[config.mk]
export PLATFORM = sky130hd
export DESIGN_NAME = red_pitaya_pwm_dither
export DESIGN_NICKNAME = d
export VERILOG_FILES = /design/src/rtl/red_pitaya_pwm_dither.sv
export SDC_FILE = /design/constraint.sdc
export NUM_CORES = 1
export LEC_CHECK = 0
export ABC_AREA = 1
export BUFFER_PORTS_ARGS = -buffer_cell sky130_fd_sc_hd__buf_2
export CORE_AREA = 8 8 68 70
export CTS_BUF_LIST = sky130_fd_sc_hd__clkbuf_4 sky130_fd_sc_hd__clkbuf_8
export DETAILED_ROUTE_END_ITERATION = 7
export DIE_AREA = 0 0 76 78
export GPL_TIMING_DRIVEN = 0
export PLACE_DENSITY = 0.69
export SLEW_MARGIN = 20
export SYNTH_ARGS = -nofsm -noshare
export SYNTH_HDL_FRONTEND = slang
export SYNTH_SLANG_ARGS = --single-unit
[constraint.sdc]
create_clock -name clk_i -period 2 [get_ports clk_i]
set_clock_uncertainty 0.05 [all_clocks]
set_input_delay 0.2 -clock clk_i [delete_from_list [all_inputs] [get_ports clk_i]]
set_output_delay 0.2 -clock clk_i [all_outputs]
set_load 0.02 [all_outputs]
[src/rtl/red_pitaya_pwm_dither.sv]
// red_pitaya_pwm_dither
//   Converts a signed 14-bit level into a glitch-free PWM bit stream.
//   The top CCW bits of the offset-binary level set the duty of each
//   (2^CCW-1)-cycle period; the next DITH bits are spread over a
//   2^DITH-period cycle by a first-order accumulator, so the fraction
//   appears as an occasional period one count longer.
//
// Ports
//   clk_i    : processing clock, rising edge
//   rst_i    : synchronous active-high reset
//   dat_i    : signed two's-complement level (14 bits)
//   en_i     : output enable; low forces pwm_o to 0 from the next cycle
//   pwm_o    : registered PWM bit
//   period_o : one-cycle strobe on the last cycle of each period
//   duty_o   : duty value in use for the current period
//
// Requires CCW + DITH <= 13 so at least one level LSB is discarded.
module red_pitaya_pwm_dither #(
    parameter int CCW  = 8,
    parameter int DITH = 4
) (
    input  logic           clk_i,
    input  logic           rst_i,
    input  logic [13:0]    dat_i,
    input  logic           en_i,
    output logic           pwm_o,
    output logic           period_o,
    output logic [CCW-1:0] duty_o
);

    // Last count of a period: 2^CCW-2, so a period is 2^CCW-1 cycles and
    // duty = 2^CCW-1 keeps the output high for the whole period.
    localparam logic [CCW-1:0] CNT_LAST = {{(CCW-1){1'b1}}, 1'b0};

    logic [13:0]     dat_r;
    logic [CCW-1:0]  cnt;
    logic [CCW-1:0]  duty;
    logic [DITH-1:0] acc;

    logic [13:0]     u;
    logic [CCW-1:0]  coarse;
    logic [DITH-1:0] frac;
    logic [DITH:0]   s;
    logic [CCW:0]    sum_duty;
    logic [CCW-1:0]  duty_nxt;
    logic            unused_lsbs;

    // Offset binary: flipping the sign bit maps -8192..8191 onto 0..16383.
    assign u      = {~dat_r[13], dat_r[12:0]};
    assign coarse = u[13 -: CCW];
    assign frac   = u[13-CCW -: DITH];
    // Bits below the dither fraction are truncated, not rounded.
    assign unused_lsbs = ^u[13-CCW-DITH:0];

    assign s        = {1'b0, acc} + {1'b0, frac};
    assign sum_duty = {1'b0, coarse} + {{CCW{1'b0}}, s[DITH]};
    // coarse = max with a carry would overflow; clamp to full-on.
    assign duty_nxt = sum_duty[CCW] ? {CCW{1'b1}} : sum_duty[CCW-1:0];

    assign period_o = (cnt == CNT_LAST);
    assign duty_o   = duty;

    always_ff @(posedge clk_i) begin
        if (rst_i) begin
            dat_r <= '0;
            cnt   <= '0;
            acc   <= '0;
            duty  <= '0;
            pwm_o <= 1'b0;
        end else begin
            dat_r <= dat_i;
            cnt   <= period_o ? '0 : cnt + 1'b1;
            // Duty and dither state change only at the period boundary, so
            // the output edges inside a period never move.
            if (period_o) begin
                acc  <= s[DITH-1:0];
                duty <= duty_nxt;
            end
            // Comparison uses the duty in force before this edge, so the
            // cnt==0 slot of a new period already sees the freshly loaded duty.
            pwm_o <= en_i & (cnt < duty);
        end
    end

endmodule

======== After elaboration in Yosys (flattened, before gate mapping) ========
Index checks and enable logic that the tools add are counted.
operators by class
  magnitude comparators ................... 1
  multiplexer cells ....................... 1
  eq/ne operators ......................... 1
  $add $sub $neg .......................... 3
  reductions and logical operators ........ 1
  bitwise logic cells ..................... 2
operator list
  kind                                         number
  adder 8 x 1 -> 9 bit                         1
  adder 8 x 1 -> 8 bit, second input constant  1
  == test 8 bit, second input constant         1
  < comparator 8 bit                           1
  2-to-1 mux 8 bit                             1
  adder 4 x 4 -> 5 bit                         1
  OR reduction 2 bit                           1
  AND 1 bit                                    1
  NOT 1 bit                                    1
storage, ports and cells
  register bits after elaboration ......... 35
  input bits .............................. 17

======== Logic depth before layout (Yosys ltp) ========
Gate-level depths: netlist of the first run.
  depth in word-level cells ............... 3
  mapped depth ............................ 12
  depth with buffers taken out ............ 12

======== Worst setup path after synthesis of the first run ========
Ideal clock, no wire load.
  path type ............................... register -> register
  from .................................... register acc[0]
  to ...................................... register duty[5] (netlist: duty_o[5])
  stages on the path, launching flop included .. 13
  data arrival time ....................... 1973 ps
  library setup time ...................... 64 ps
  setup slack ............................. -87 ps
  path through ............................ dfxtp_1 > ha_1 > inv_1 > fa_1 > o21ai_0 > ha_1 > ha_1 > nand2_1 > nor2_1 > nand4_1 > nand2_4 > nor2_1 > nor2_1
on the way
  cells in the longest elaborated chain, start to end .. 3
RTL lines
  element                   RTL line  text
  start: declaration        38        logic [DITH-1:0] acc;
  start signal: assignment  76        acc <= s[DITH-1:0];
  adder 4 x 4 -> 5 bit      55        assign s = {1'b0, acc} + {1'b0, frac};
  adder 8 x 1 -> 9 bit      56        assign sum_duty = {1'b0, coarse} + {{CCW{1'b0}}, s[DITH]};
  2-to-1 mux 8 bit          58        assign duty_nxt = sum_duty[CCW] ? {CCW{1'b1}} : sum_duty[CCW-1:0];
  end signal: assignment    77        duty <= duty_nxt;
  end: declaration          37        logic [CCW-1:0] duty;
No other way between the ends.
A chain may end at the register's enable or synchronous reset.

======== Worst setup path after layout of the first run ========
  from .................................... register dat_r[2]
  to ...................................... register duty[1] (netlist: duty_o[1])
on the way
  cells in the longest elaborated chain, start to end .. 3
RTL lines
  element                   RTL line  text
  start: declaration        35        logic [13:0] dat_r;
  start signal: assignment  71        dat_r <= dat_i;
  adder 4 x 4 -> 5 bit      55
  adder 8 x 1 -> 9 bit      56
  2-to-1 mux 8 bit          58
No other way between the ends.

==> out/qor.txt, run 1 <==
===============================================================================================
Adder-cell share of the synthesized area                                                  13.0%
Final Power                                                                             1.13 mW
Fraction of synthesis flops using an asynchronous set or reset pin                           0%
Die Y                                                                                78 microns
Arr. time, crit path                                                                    2.31 ns
Total global routing track utilization                                                    11.0%
Setup Crit Path Kind                                                               flop to flop
Largest family of logic cells by synthesized area                                  simple AND/OR/NAND/NOR gates
Part of the Yosys area used for sequential elements                                       41.4%
Normalized max-slew margin                                                                73.9%
Cells after synthesis                                                                       200
DRT antenna net count                                                                         0
Average footprint of a synthesized cell                                              7.97 sq um
Part of the cycle the worst path needs                                                     105%
Leading cell types in the layout, fill and taps excluded                           sky130_fd_sc_hd__nor2_1, sky130_fd_sc_hd__inv_1, sky130_fd_sc_hd__dfxtp_1
Violation count after the first detailed-routing iteration                                   29
TritonCTS Sinks                                                                              33
Hold Crit Class                                                                    input port to flop
Power per Cell Area                                                                 589 mW/mm^2
Number of synthesized flops with an enable pin                                                0
Post-placement setup slack                                                            -0.262 ns
Area of the core region                                                            0.00355 sq mm
Sum Neg Setup Slack                                                                   -0.590 ns
Count of cell types in the netlist                                                           28
N_diodes                                                                                      0
Shortest period the worst path allows                                                   2.10 ns
Final hold violation count                                                                    0
Main synth FF type                                                                 sky130_fd_sc_hd__dfxtp_1
Cell at the root of the clock tree                                                 sky130_fd_sc_hd__clkbuf_4
Kind of end point of the critical path                                                     flop
Worst stage delay on the critical path                                                  0.36 ns
Detailed placement HPWL                                                            2330 microns
Final max-slew violation count                                                                0
Sequential cell area                                                                  663 sq um
First-pass DRT Iterations                                                                     4
Tightest hold margin                                                                  0.0226 ns
Via count                                                                                  1267
Deepest level of the CTS H-tree                                                               2
YS warnings                                                                                   0
CTS tree                                                                                   done
Netlist Area Pre-Place                                                             0.00159 sq mm
Maximum clock rate                                                                      477 MHz
Setup-failing EPs final                                                                       8
Worst Tran Pin Value                                                                   0.391 ns
Relative area change from synthesis to final layout                                       20.8%
Die Span X                                                                           76 microns
RSZ-0062 raised after global routing                                                       true
Initial cell density of the core                                                          44.9%
Xor and xnor area share after synthesis                                                   4.40%
Ratio of routed vias to standard cells                                                     4.46
I/O pin count                                                                                27
Reg2reg path depth                                                                           12
Num CTS Buffers                                                                               5
Initial antenna violation count                                                               0
Pin count of the biggest net entering global routing                                         11
Area share of and/or/nand/nor cells after synthesis                                       24.1%
Post-detailed-route DRC marker count                                                          0
CP cell instances                                                                  ha_4 > inv_2 > fa_2 > o21ai_2 > ha_2 > ha_4 > nand2_4 > nor2_4 > nand4_1 > nand2_4 > nor2_1 > nor2_1
Largest vdd supply drop                                                                0.387 mV
Violated checks                                                                    setup timing
Post-layout worst setup margin                                                       -0.0964 ns
Maximum Capacitance Violations                                                                0
Fraction of the mapped netlist area in compound gates                                     8.01%
Slowest cell on the critical path                                                  sky130_fd_sc_hd__dfxtp_2
Launching element type of the critical path                                                flop
Clock input transition at the sequential cells of the worst setup and hold paths        0.09 ns
Area of the multi-input gates                                                         846 sq um
Most common cell after layout, fill and taps aside                                 sky130_fd_sc_hd__nor2_1
Lkg Pwr                                                                                0.936 nW
Full die area                                                                      0.00593 sq mm
Vias in the first global route                                                             1256
GP Congestion                                                                             0.812
Instance count along the most critical hold path                                              3
Final Routed Wirelength                                                            2980 microns
Result of the run                                                                  complete, but fails checks
Number of input and output port buffers inserted                                             23
Aggregate global routing overflow                                                             0
Post-synthesis sequential element count                                                      33
Critical Path Fanout Max                                                                      7
Core Rows                                                                                    22
# fillers                                                                                   357
Largest buffer count on any clock path                                                        2
Share of final-layout standard cells stronger than drive strength 1                       24.6%
Average wire length per cell after detail routing                                  10.5 microns
Clock insertion delay at the later pin of the skew report                               0.32 ns
Net count, final                                                                            268
Post-route core utilization                                                               54.2%
Required time at the endpoint of the critical path                                      2.21 ns
Global-route wire length before repair                                             5340 microns
Mux cell area share after synthesis                                                          0%
Net count after synthesis                                                                   233
===============================================================================================
==> synth_stat cells, types with 2 or more instances <==
library cell              number  area [sq um]
sky130_fd_sc_hd__a21oi_1       8          40.0
sky130_fd_sc_hd__dfxtp_1      33           661
sky130_fd_sc_hd__ha_1         15           188
sky130_fd_sc_hd__inv_1        32           120
sky130_fd_sc_hd__nand2_1      26          97.6
sky130_fd_sc_hd__nand2_4       3          33.8
sky130_fd_sc_hd__nand3_1      10          50.1
sky130_fd_sc_hd__nand4_1       2          12.5
sky130_fd_sc_hd__nor2_1       37           139
sky130_fd_sc_hd__nor2_4        2          22.5
sky130_fd_sc_hd__nor3_1        2          10.0
sky130_fd_sc_hd__o21ai_0       7          35.0
sky130_fd_sc_hd__o21ai_1       2          10.0
sky130_fd_sc_hd__xor2_1        7          61.3
==> layout make-up <==
class / instances / area share [%]
inverters: 34 / 6.89
clock inverters: 2 / 0.520
flip-flops and latches: 33 / 34.4
repair buffers: 28 / 8.19
clock buffers: 6 / 2.34
multi-input cells: 131 / 43.9
well taps: 48 / 3.12
plain buffers: 2 / 0.585
==> layer usage <==
| layer | vias up | wire, microns | global-route usage [%] |
|---|---|---|---|
| li1 | 695 | - | - |
| met1 | 546 | 1360 | 11.8 |
| met2 | 24 | 1470 | 18.6 |
| met3 | 2 | 120 | 4.26 |
| met4 | 0 | 36 | 5.29 |
| met5 | - | 0 | 0 |
==> metrics by stage <==
step           cells  area, sq um
6_report         284         1930
5_1_grt          284         1930
4_1_cts          280         1890
3_5_place_dp     271         1800
3_3_place_gp     271         1800
2_1_floorplan    200         1620
==> registers in the layout, summed over array words and instances, names as in the netlist <==
signal / cells
acc: 4
cnt: 8
dat_r: 12
duty_o: 8
pwm_o: 1
==> cell families after synthesis <==
kind of cell             count (synthesis)
AND/OR/NAND/NOR                         85
buffers and inverters                   36
flip-flops                              33
AO/OA/AOI/OAI                           22
adder cells (fa/ha/maj)                 16
XOR/XNOR                                 8
==> power by group <==
group / leakage (nW) / switching (mW) / internal, mW
Clock: 0.0354 / 0.212 / 0.147
Combinational: 0.630 / 0.0449 / 0.0383
Sequential: 0.271 / 0.0155 / 0.676
Total: 0.936 / 0.273 / 0.862
==> path summary, 6_finish.rpt <==
check,slack (ns),endpoint,from
min,0.02,dat_r[4],dat_i[4]
max,-0.1,duty_o[1],dat_r[2]
min reg2reg,0.44,cnt[0],cnt[0]
max reg2reg,-0.1,duty_o[1],dat_r[2]
==> worst max-delay path, delay by kind of cell (launching register included) <==
family,cells,cell delay (ns)
flops,1,0.36
buf+inv,1,0.03
compound gates,1,0.16
fa+ha+maj,4,0.85
simple gates,6,0.58
==> timing repair <==
item,4_1_cts,5_1_grt
buffers inserted,1,2
endpoints found under the hold margin,0,2
setup endpoints to repair,8,8
hold buffers,0,2
pin swaps,7,8
cloned,0,0
gates resized for setup,8,0
(Power assumes the default switching activity.)
==> run 2, diff against run 1 <==
--- a/config.mk
+++ b/config.mk
@@ -7,10 +7,10 @@
 export LEC_CHECK = 0
 export ABC_AREA = 1
 export BUFFER_PORTS_ARGS = -buffer_cell sky130_fd_sc_hd__buf_2
-export CORE_AREA = 8 8 68 70
+export CORE_AREA = 2 2 62 64
 export CTS_BUF_LIST = sky130_fd_sc_hd__clkbuf_4 sky130_fd_sc_hd__clkbuf_8
 export DETAILED_ROUTE_END_ITERATION = 7
-export DIE_AREA = 0 0 76 78
+export DIE_AREA = 0 0 64 66
 export GPL_TIMING_DRIVEN = 0
 export PLACE_DENSITY = 0.69
 export SLEW_MARGIN = 20
==> constraint.sdc (replaced) <==
create_clock -name clk_i -period 2 [get_ports clk_i]
set_clock_uncertainty 0.05 [all_clocks]
set_input_delay 0.4 -clock clk_i [delete_from_list [all_inputs] [get_ports clk_i]]
set_output_delay 0.4 -clock clk_i [all_outputs]
set_load 0.02 [all_outputs]
==> run 2 against run 1 <==
Effect of this change:
- the run still ends with setup timing left
- final area grew 0.45%
- routed wire length shrank 7.1%
- die area shrank 29%
- global-route usage grew 4.1 points
- maximum frequency grew 0.25%
- sequential power is essentially flat
- hold slack gained 0.20 ns
- register-to-register slack is essentially flat
- critical path type unchanged
==> out/qor.txt, run 2 (synthesis gave the netlist of run 1 again) <==
===============================================================================================
Reg power frac                                                                            60.0%   -1.0 points
Sum Neg Setup Slack                                                                   -0.467 ns   +0.123 ns
Global-route wire length before repair                                             4820 microns   -9.8%
Maximum Capacitance Violations                                                                0   unchanged
Worst Tran Pin Value                                                                   0.390 ns   -0.00135 ns
Number of input and output port buffers inserted                                             23   unchanged
Startpoint of the tightest hold check path                                             dat_i[2]
DRT antenna net count                                                                         0   unchanged
Most common cell after layout, fill and taps aside                                 sky130_fd_sc_hd__nor2_1
Net count, final                                                                            268   unchanged
Critical Path Fanout Max                                                                      7   unchanged
Start point of the critical path                                                         acc[0]
Worst stage delay on the critical path                                                  0.36 ns   about the same
Lkg Pwr                                                                                0.935 nW   about the same
Cell at the root of the clock tree                                                 sky130_fd_sc_hd__clkbuf_4
Number of flip-flops in the largest register                                                 12   unchanged
GP Congestion                                                                             0.766   -5.7%
Clock insertion delay at the later pin of the skew report                               0.32 ns   about the same
I/O pin count                                                                                27   unchanged
Initial antenna violation count                                                               0   unchanged
Post-layout worst setup margin                                                       -0.0911 ns   +0.00527 ns
Worst reg2reg startpoint                                                                 acc[0]
Combinational power share                                                                  7.0%   -0.3 points
Setup Crit Path Kind                                                               flop to flop
Relative area change from synthesis to final layout                                       21.4%
N_diodes                                                                                      0   unchanged
Arr. time, crit path                                                                    2.30 ns   about the same
Pin count of the biggest net entering global routing                                         11   unchanged
Largest vdd supply drop                                                                0.331 mV   -14%
Violation count after the first detailed-routing iteration                                   25   -14%
First-pass DRT Iterations                                                                     4   unchanged
Share of final-layout standard cells stronger than drive strength 1                       26.8%   +2.2 points
Part of the cycle the worst path needs                                                     105%   -0.26 points
Tightest hold margin                                                                   0.224 ns   +0.201 ns
Setup slack, reg-to-reg                                                                -0.09 ns   about the same
Total global routing track utilization                                                    15.1%   +4.1 points
Power per Cell Area                                                                 597 mW/mm^2   +1.3%
Internal power of the cells                                                            0.892 mW   +3.5%
Hold Crit Class                                                                    input port to flop
Post-placement setup slack                                                            -0.221 ns   +0.0402 ns
Largest buffer count on any clock path                                                        2   unchanged
TritonCTS Sinks                                                                              33   unchanged
Via count                                                                                  1267   unchanged
Die Span X                                                                           64 microns   -16%
Final Power                                                                             1.15 mW   +1.8%
Portion of total power attributed to the clock network                                    33.0%   +1.3 points
RSZ-0062 raised after global routing                                                       true
Deepest level of the CTS H-tree                                                               2   unchanged
Clock input transition at the sequential cells of the worst setup and hold paths        0.09 ns   about the same
Kind of end point of the critical path                                                     flop
Ratio of routed vias to standard cells                                                     4.48   +0.35%
Vias in the first global route                                                             1141   -9.2%
Post-detailed-route DRC marker count                                                          0   unchanged
Post-route core utilization                                                               54.5%   +0.25 points
Violated checks                                                                    setup timing
Final hold violation count                                                                    0   unchanged
Area of the core region                                                            0.00355 sq mm   unchanged
Setup-failing EPs final                                                                       8   unchanged
Normalized max-slew margin                                                                74.0%   +0.090 points
Switching part of the total power                                                         22.7%   -1.3 points
Aggregate global routing overflow                                                             0   unchanged
Die Y                                                                                66 microns   -15%
CP cell instances                                                                  ha_4 > inv_2 > fa_2 > o21ai_2 > ha_2 > ha_4 > nand2_4 > nor2_4 > nand4_1 > nand2_4 > nor2_1 > nor2_1
Maximum clock rate                                                                      478 MHz   +0.25%
Final max-slew violation count                                                                0   unchanged
Detailed placement HPWL                                                            2090 microns   -10%
Switching power of the nets                                                            0.263 mW   -3.6%
Result of the run                                                                  complete, but fails checks
Core Rows                                                                                    22   unchanged
Full die area                                                                      0.00422 sq mm   -29%
Instance count along the most critical hold path                                              3   unchanged
Shortest period the worst path allows                                                   2.09 ns   -0.00527 ns
Launching element type of the critical path                                                flop
Num CTS Buffers                                                                               5   unchanged
Initial cell density of the core                                                          44.9%   unchanged
Leading cell types in the layout, fill and taps excluded                           sky130_fd_sc_hd__nor2_1, sky130_fd_sc_hd__inv_1, sky130_fd_sc_hd__dfxtp_1
Required time at the endpoint of the critical path                                      2.21 ns   about the same
CTS tree                                                                                   done
Final Routed Wirelength                                                            2770 microns   -7.1%
Average wire length per cell after detail routing                                  9.79 microns   -6.8%
Slowest cell on the critical path                                                  sky130_fd_sc_hd__dfxtp_2
Reg2reg path depth                                                                           12   unchanged
Top reg by flops                                                                          dat_r
===============================================================================================
## run 2: final cells by class
type	instances	area, sq um
plain buffers	2	11.3
clock buffers	7	58.8
fillers	331	1620
inverters	34	133
multi-input cells	131	853
flip-flops and latches	33	666
well taps	48	60.1
repair buffers	28	153
## run 2: stage by stage
| step | cell area, sq um | cells |
|---|---|---|
| after floorplan | 1620 | 200 |
| after global placement | 1800 | 271 |
| after detailed placement | 1800 | 271 |
| after CTS | 1920 | 281 |
| after global routing | 1930 | 283 |
| final | 1930 | 283 |
## run 2: final timing paths
kind | to
min reg2reg | cnt[0]
min | dat_r[2]
max reg2reg | duty_o[1]
max | duty_o[1]
## run 2: timing repair
item                       in CTS  in global routing
setup endpoints to repair       8                  9
pin swaps                       6                  8
hold buffers                    0                  0
resized for setup              10                  2
setup buffers                   3                  2
## run 2: power groups by stage
stage,clock network [mW],registers (mW),logic [mW]
final,0.381,0.693,0.0809
after global placement,0,0.705,0.0790
after detailed placement,0,0.706,0.0800
after CTS,0.393,0.692,0.0819
after global routing,0.423,0.696,0.0937
after floorplan,0,0.704,0.0544
## run 2: critical path: cells and delay by family (launching register included)
kind / cells / cell delay [ns]
simple gates: 6 / 0.60
flops: 1 / 0.36
fa+ha+maj: 4 / 0.84
buf+inv: 1 / 0.03
compound gates: 1 / 0.16
## run 2: layer usage
metal,track usage [%],vias up,part of all wire [%]
met5,0,-,0
met4,8.15,0,1.9
met3,3.07,6,4.7
li1,-,693,-
met1,17.5,542,47
met2,26.0,26,46
==> run 3, diff against run 2 <==
--- a/config.mk
+++ b/config.mk
@@ -5,14 +5,13 @@
 export SDC_FILE = /design/constraint.sdc
 export NUM_CORES = 1
 export LEC_CHECK = 0
-export ABC_AREA = 1
 export BUFFER_PORTS_ARGS = -buffer_cell sky130_fd_sc_hd__buf_2
 export CORE_AREA = 2 2 62 64
 export CTS_BUF_LIST = sky130_fd_sc_hd__clkbuf_4 sky130_fd_sc_hd__clkbuf_8
 export DETAILED_ROUTE_END_ITERATION = 7
 export DIE_AREA = 0 0 64 66
 export GPL_TIMING_DRIVEN = 0
-export PLACE_DENSITY = 0.69
+export PLACE_DENSITY = 0.68
 export SLEW_MARGIN = 20
 export SYNTH_ARGS = -nofsm -noshare
 export SYNTH_HDL_FRONTEND = slang
==> run 3 against run 2 <==
Effect of this change:
- highest routed layer unchanged
- critical path depth up 1
- largest cell class unchanged
- the run still ends with setup timing left
- combinational power up 21%
- sequential share of layout area down 2.0 points
- clock power up 3%
- sequential cell count unchanged
- synthesized cell count down 17%
- synthesized area down 0.78%
- count of clock-buffer cells in the layout up 1
- sequential power about the same
- non-clock buffer count up 16
- final area up 7.2%
- cell count down 7.1%
==> out/qor.txt, run 3 <==
===============================================================================================
Result of the run                                                                  complete, but fails checks
Violated checks                                                                    setup timing
Post-layout worst setup margin                                                        -0.309 ns   -0.218 ns
Count of hold-fix buffers inserted at cts                                                     0   unchanged
Number of input and output port buffers inserted                                             24   +4.3%
Clock insertion delay at the later pin of the skew report                               0.34 ns   +0.02 ns
Ratio of routed vias to standard cells                                                     4.97   +11%
Layer with the highest usage after global routing                                          met2
DRT antenna net count                                                                         0   unchanged
Arr. time, crit path                                                                    2.52 ns   +0.22 ns
Worst path most repeated cell                                                      sky130_fd_sc_hd__ha_4
Part of the Yosys area used for sequential elements                                       41.8%   +0.33 points
Post-route core utilization                                                               58.4%   +3.9 points
Average wire length per cell after detail routing                                  13.2 microns   +35%
Vias in the first global route                                                             1305   +14%
Num CTS Buffers                                                                               5   unchanged
Net count, final                                                                            247   -7.8%
Final Routed Wirelength                                                            3480 microns   +26%
Largest buffer count on any clock path                                                        2   unchanged
Final max-slew violation count                                                                0   unchanged
Routing usage on met1                                                                     20.1%   +2.6 points
Total global routing track utilization                                                    17.9%   +2.8 points
Relative area change from synthesis to final layout                                       31.1%
TritonCTS Sinks                                                                              33   unchanged
Cells taking the most area after synthesis                                         sky130_fd_sc_hd__dfxtp_1, sky130_fd_sc_hd__ha_1, sky130_fd_sc_hd__nor2b_1
# fillers                                                                                   316   -4.5%
Worst Tran Pin Value                                                                   0.561 ns   +0.171 ns
YS warnings                                                                                   0   unchanged
Average footprint of a synthesized cell                                              9.47 sq um   +19%
Largest family of logic cells by synthesized area                                  simple AND/OR/NAND/NOR gates
Area of the multi-input gates                                                         920 sq um   +7.8%
Full die area                                                                      0.00422 sq mm   unchanged
Post-synth top area cell                                                           sky130_fd_sc_hd__dfxtp_1
Post-detailed-route DRC marker count                                                          0   unchanged
Die Span X                                                                           64 microns   unchanged
Net count after synthesis                                                                   200   -14%
Slowest cell on the critical path                                                  sky130_fd_sc_hd__dfxtp_2
Detailed placement HPWL                                                            2440 microns   +17%
Cells after synthesis                                                                       167   -17%
Worst stage delay on the critical path                                                  0.36 ns   about the same
Main synth FF type                                                                 sky130_fd_sc_hd__dfxtp_1
Sum Neg Setup Slack                                                                    -2.26 ns   -1.79 ns
I/O pin count                                                                                27   unchanged
Core Rows                                                                                    22   unchanged
Cell at the root of the clock tree                                                 sky130_fd_sc_hd__clkbuf_4
Netlist Area Pre-Place                                                             0.00158 sq mm   -0.78%
Number of synthesized flops with an enable pin                                                0   unchanged
Maximum Capacitance Violations                                                                0   unchanged
Initial antenna violation count                                                               0   unchanged
Launching element type of the critical path                                                flop
Sequential cell area                                                                  672 sq um   +0.94%
CTS tree                                                                                   done
Required time at the endpoint of the critical path                                      2.21 ns   about the same
Setup-failing EPs final                                                                       8   unchanged
Via count                                                                                  1306   +3.1%
Setup Crit Path Kind                                                               flop to flop
Mux cell area share after synthesis                                                          0%   unchanged
Largest vdd supply drop                                                                0.311 mV   -6.1%
First-pass DRT Iterations                                                                     4   unchanged
Critical Path Fanout Max                                                                      3   -4
Clock input transition at the sequential cells of the worst setup and hold paths        0.10 ns   about the same
GP Congestion                                                                             0.844   +10%
CP cell instances                                                                  ha_4 > inv_2 > fa_2 > nor2b_1 > o21ai_1 > nand2b_1 > ha_4 > ha_4 > nand3_4 > nor3_4 > buf_4 > nor3_2 > a211oi_1
Global-route wire length before repair                                             5750 microns   +19%
Final hold violation count                                                                    0   unchanged
Pin count of the biggest net entering global routing                                         11   unchanged
Part of the cycle the worst path needs                                                     115%   +11 points
Number of flip-flops in the largest register                                                 12   unchanged
Met3 demand-to-capacity share in global routing                                           5.79%   +2.7 points
Violation count after the first detailed-routing iteration                                   66   +160%
Fraction of synthesis flops using an asynchronous set or reset pin                           0%   unchanged
Die Y                                                                                66 microns   unchanged
Xor and xnor area share after synthesis                                                   4.98%   +0.59 points
Power per Cell Area                                                                 571 mW/mm^2   -4.4%
Most used standard cell by instance count after synthesis                          sky130_fd_sc_hd__dfxtp_1
Adder-cell share of the synthesized area                                                  13.1%   +0.10 points
Most numerous cell types in the synthesized netlist                                sky130_fd_sc_hd__dfxtp_1, sky130_fd_sc_hd__ha_1, sky130_fd_sc_hd__inv_1, sky130_fd_sc_hd__nand2_1, sky130_fd_sc_hd__nor2b_1
Global routing usage on met2                                                              32.4%   +6.4 points
Deepest level of the CTS H-tree                                                               2   unchanged
Initial cell density of the core                                                          44.5%   -0.35 points
Lkg Pwr                                                                                0.810 nW   -13%
Shortest period the worst path allows                                                   2.31 ns   +0.218 ns
Post-synthesis sequential element count                                                      33   unchanged
Kind of end point of the critical path                                                     flop
Normalized max-slew margin                                                                62.6%   -11 points
Fraction of the mapped netlist area in compound gates                                     14.1%   +6.1 points
RSZ-0062 raised after global routing                                                       true
Aggregate global routing overflow                                                             0   unchanged
Maximum clock rate                                                                      433 MHz   -9.4%
Count of cell types in the netlist                                                           33   +18%
Hold Crit Class                                                                    input port to flop
Top reg by flops                                                                          dat_r
Share of final-layout standard cells stronger than drive strength 1                       35.3%   +8.5 points
Area share of and/or/nand/nor cells after synthesis                                       19.7%   -4.4 points
Leading cell types in the layout, fill and taps excluded                           sky130_fd_sc_hd__dfxtp_1, sky130_fd_sc_hd__buf_2, sky130_fd_sc_hd__buf_4
Most common cell after layout, fill and taps aside                                 sky130_fd_sc_hd__dfxtp_1
N_diodes                                                                                      0   unchanged
Fraction of post-synthesis cell area in the top cell type by area                         41.8%   +0.33 points
Area of the core region                                                            0.00355 sq mm   unchanged
===============================================================================================
## run 3: cell types whose count changed after synthesis, moves of 4 or more
cell                       before  now
sky130_fd_sc_hd__nand2_1       26   13
sky130_fd_sc_hd__a211oi_1       0    4
sky130_fd_sc_hd__inv_1         32   13
sky130_fd_sc_hd__nor3_1         2   11
sky130_fd_sc_hd__a221oi_2       0    4
sky130_fd_sc_hd__xnor2_1        1    6
sky130_fd_sc_hd__nor2b_1        0   13
sky130_fd_sc_hd__nor2_1        37    5
sky130_fd_sc_hd__xor2_1         7    3
## run 3: path summary, 6_finish.rpt
check                start  slack [ns]   endpoint  cells past startpoint
setup reg to reg    acc[0]       -0.31  duty_o[1]                     13
hold / removal    dat_i[3]        0.22   dat_r[3]                      2
hold reg to reg     acc[2]        0.42     acc[2]                      2
setup / recovery    acc[0]       -0.31  duty_o[1]                     13
## run 3: cells by family (layout without fill, tap and decap cells)
group	count (synthesis)	in the layout
buffers and inverters	20	68
xor gates and xnor gates	9	9
and+or+nand+nor	60	60
AOI/OAI and AO/OA	29	29
DFF	33	33
adders and majority gates	16	16
## run 3: stage by stage
stage	instances	setup slack (ns)	area (sq um)	total power, mW	hold slack, ns
finish	263	-0.309	2070	1.18	0.221
global route	263	-0.422	2070	1.24	0.203
detailed placement	239	-0.320	1820	0.793	0.407
global placement	239	-0.263	1820	0.787	0.397
CTS	257	-0.306	2020	1.20	0.208
floorplan	167	-0.121	1640	0.761	0.386
## run 3: report_power, final
| part | internal, mW | switching (mW) |
|---|---|---|
| clock | 0.181 | 0.211 |
| sequential | 0.677 | 0.0178 |
| combinational | 0.0503 | 0.0477 |
| total | 0.907 | 0.276 |
## run 3: cell type report
class	instances	share of cell area [%]
timing repair buffer	40	12.1
tap	48	2.90
clock buffer	8	2.90
multi-input combinational	114	44.4
inverter	14	3.02
sequential	33	32.4
buffer	6	2.35
## run 3: critical path, delay by kind of cell, from the launching register on
family,cells,cell delay (ns)
simple gates,5,0.58
flops,1,0.36
buf+inv,2,0.20
compound gates,2,0.22
fa+ha+maj,4,0.81
## run 3: layer usage
metal	vias to the layer above	part of all wire (%)	routed length, microns
li1	670	-	-
met1	610	42	1450
met2	24	53	1850
met3	2	4.1	143
met4	0	0.98	34
met5	-	0	0
## run 3: repair_timing
action / CTS / global route
setup buffers: 10 / 6
resized for setup: 16 / 4
gates cloned: 0 / 0
pin swaps: 6 / 11
endpoints found under the setup margin: 9 / 9
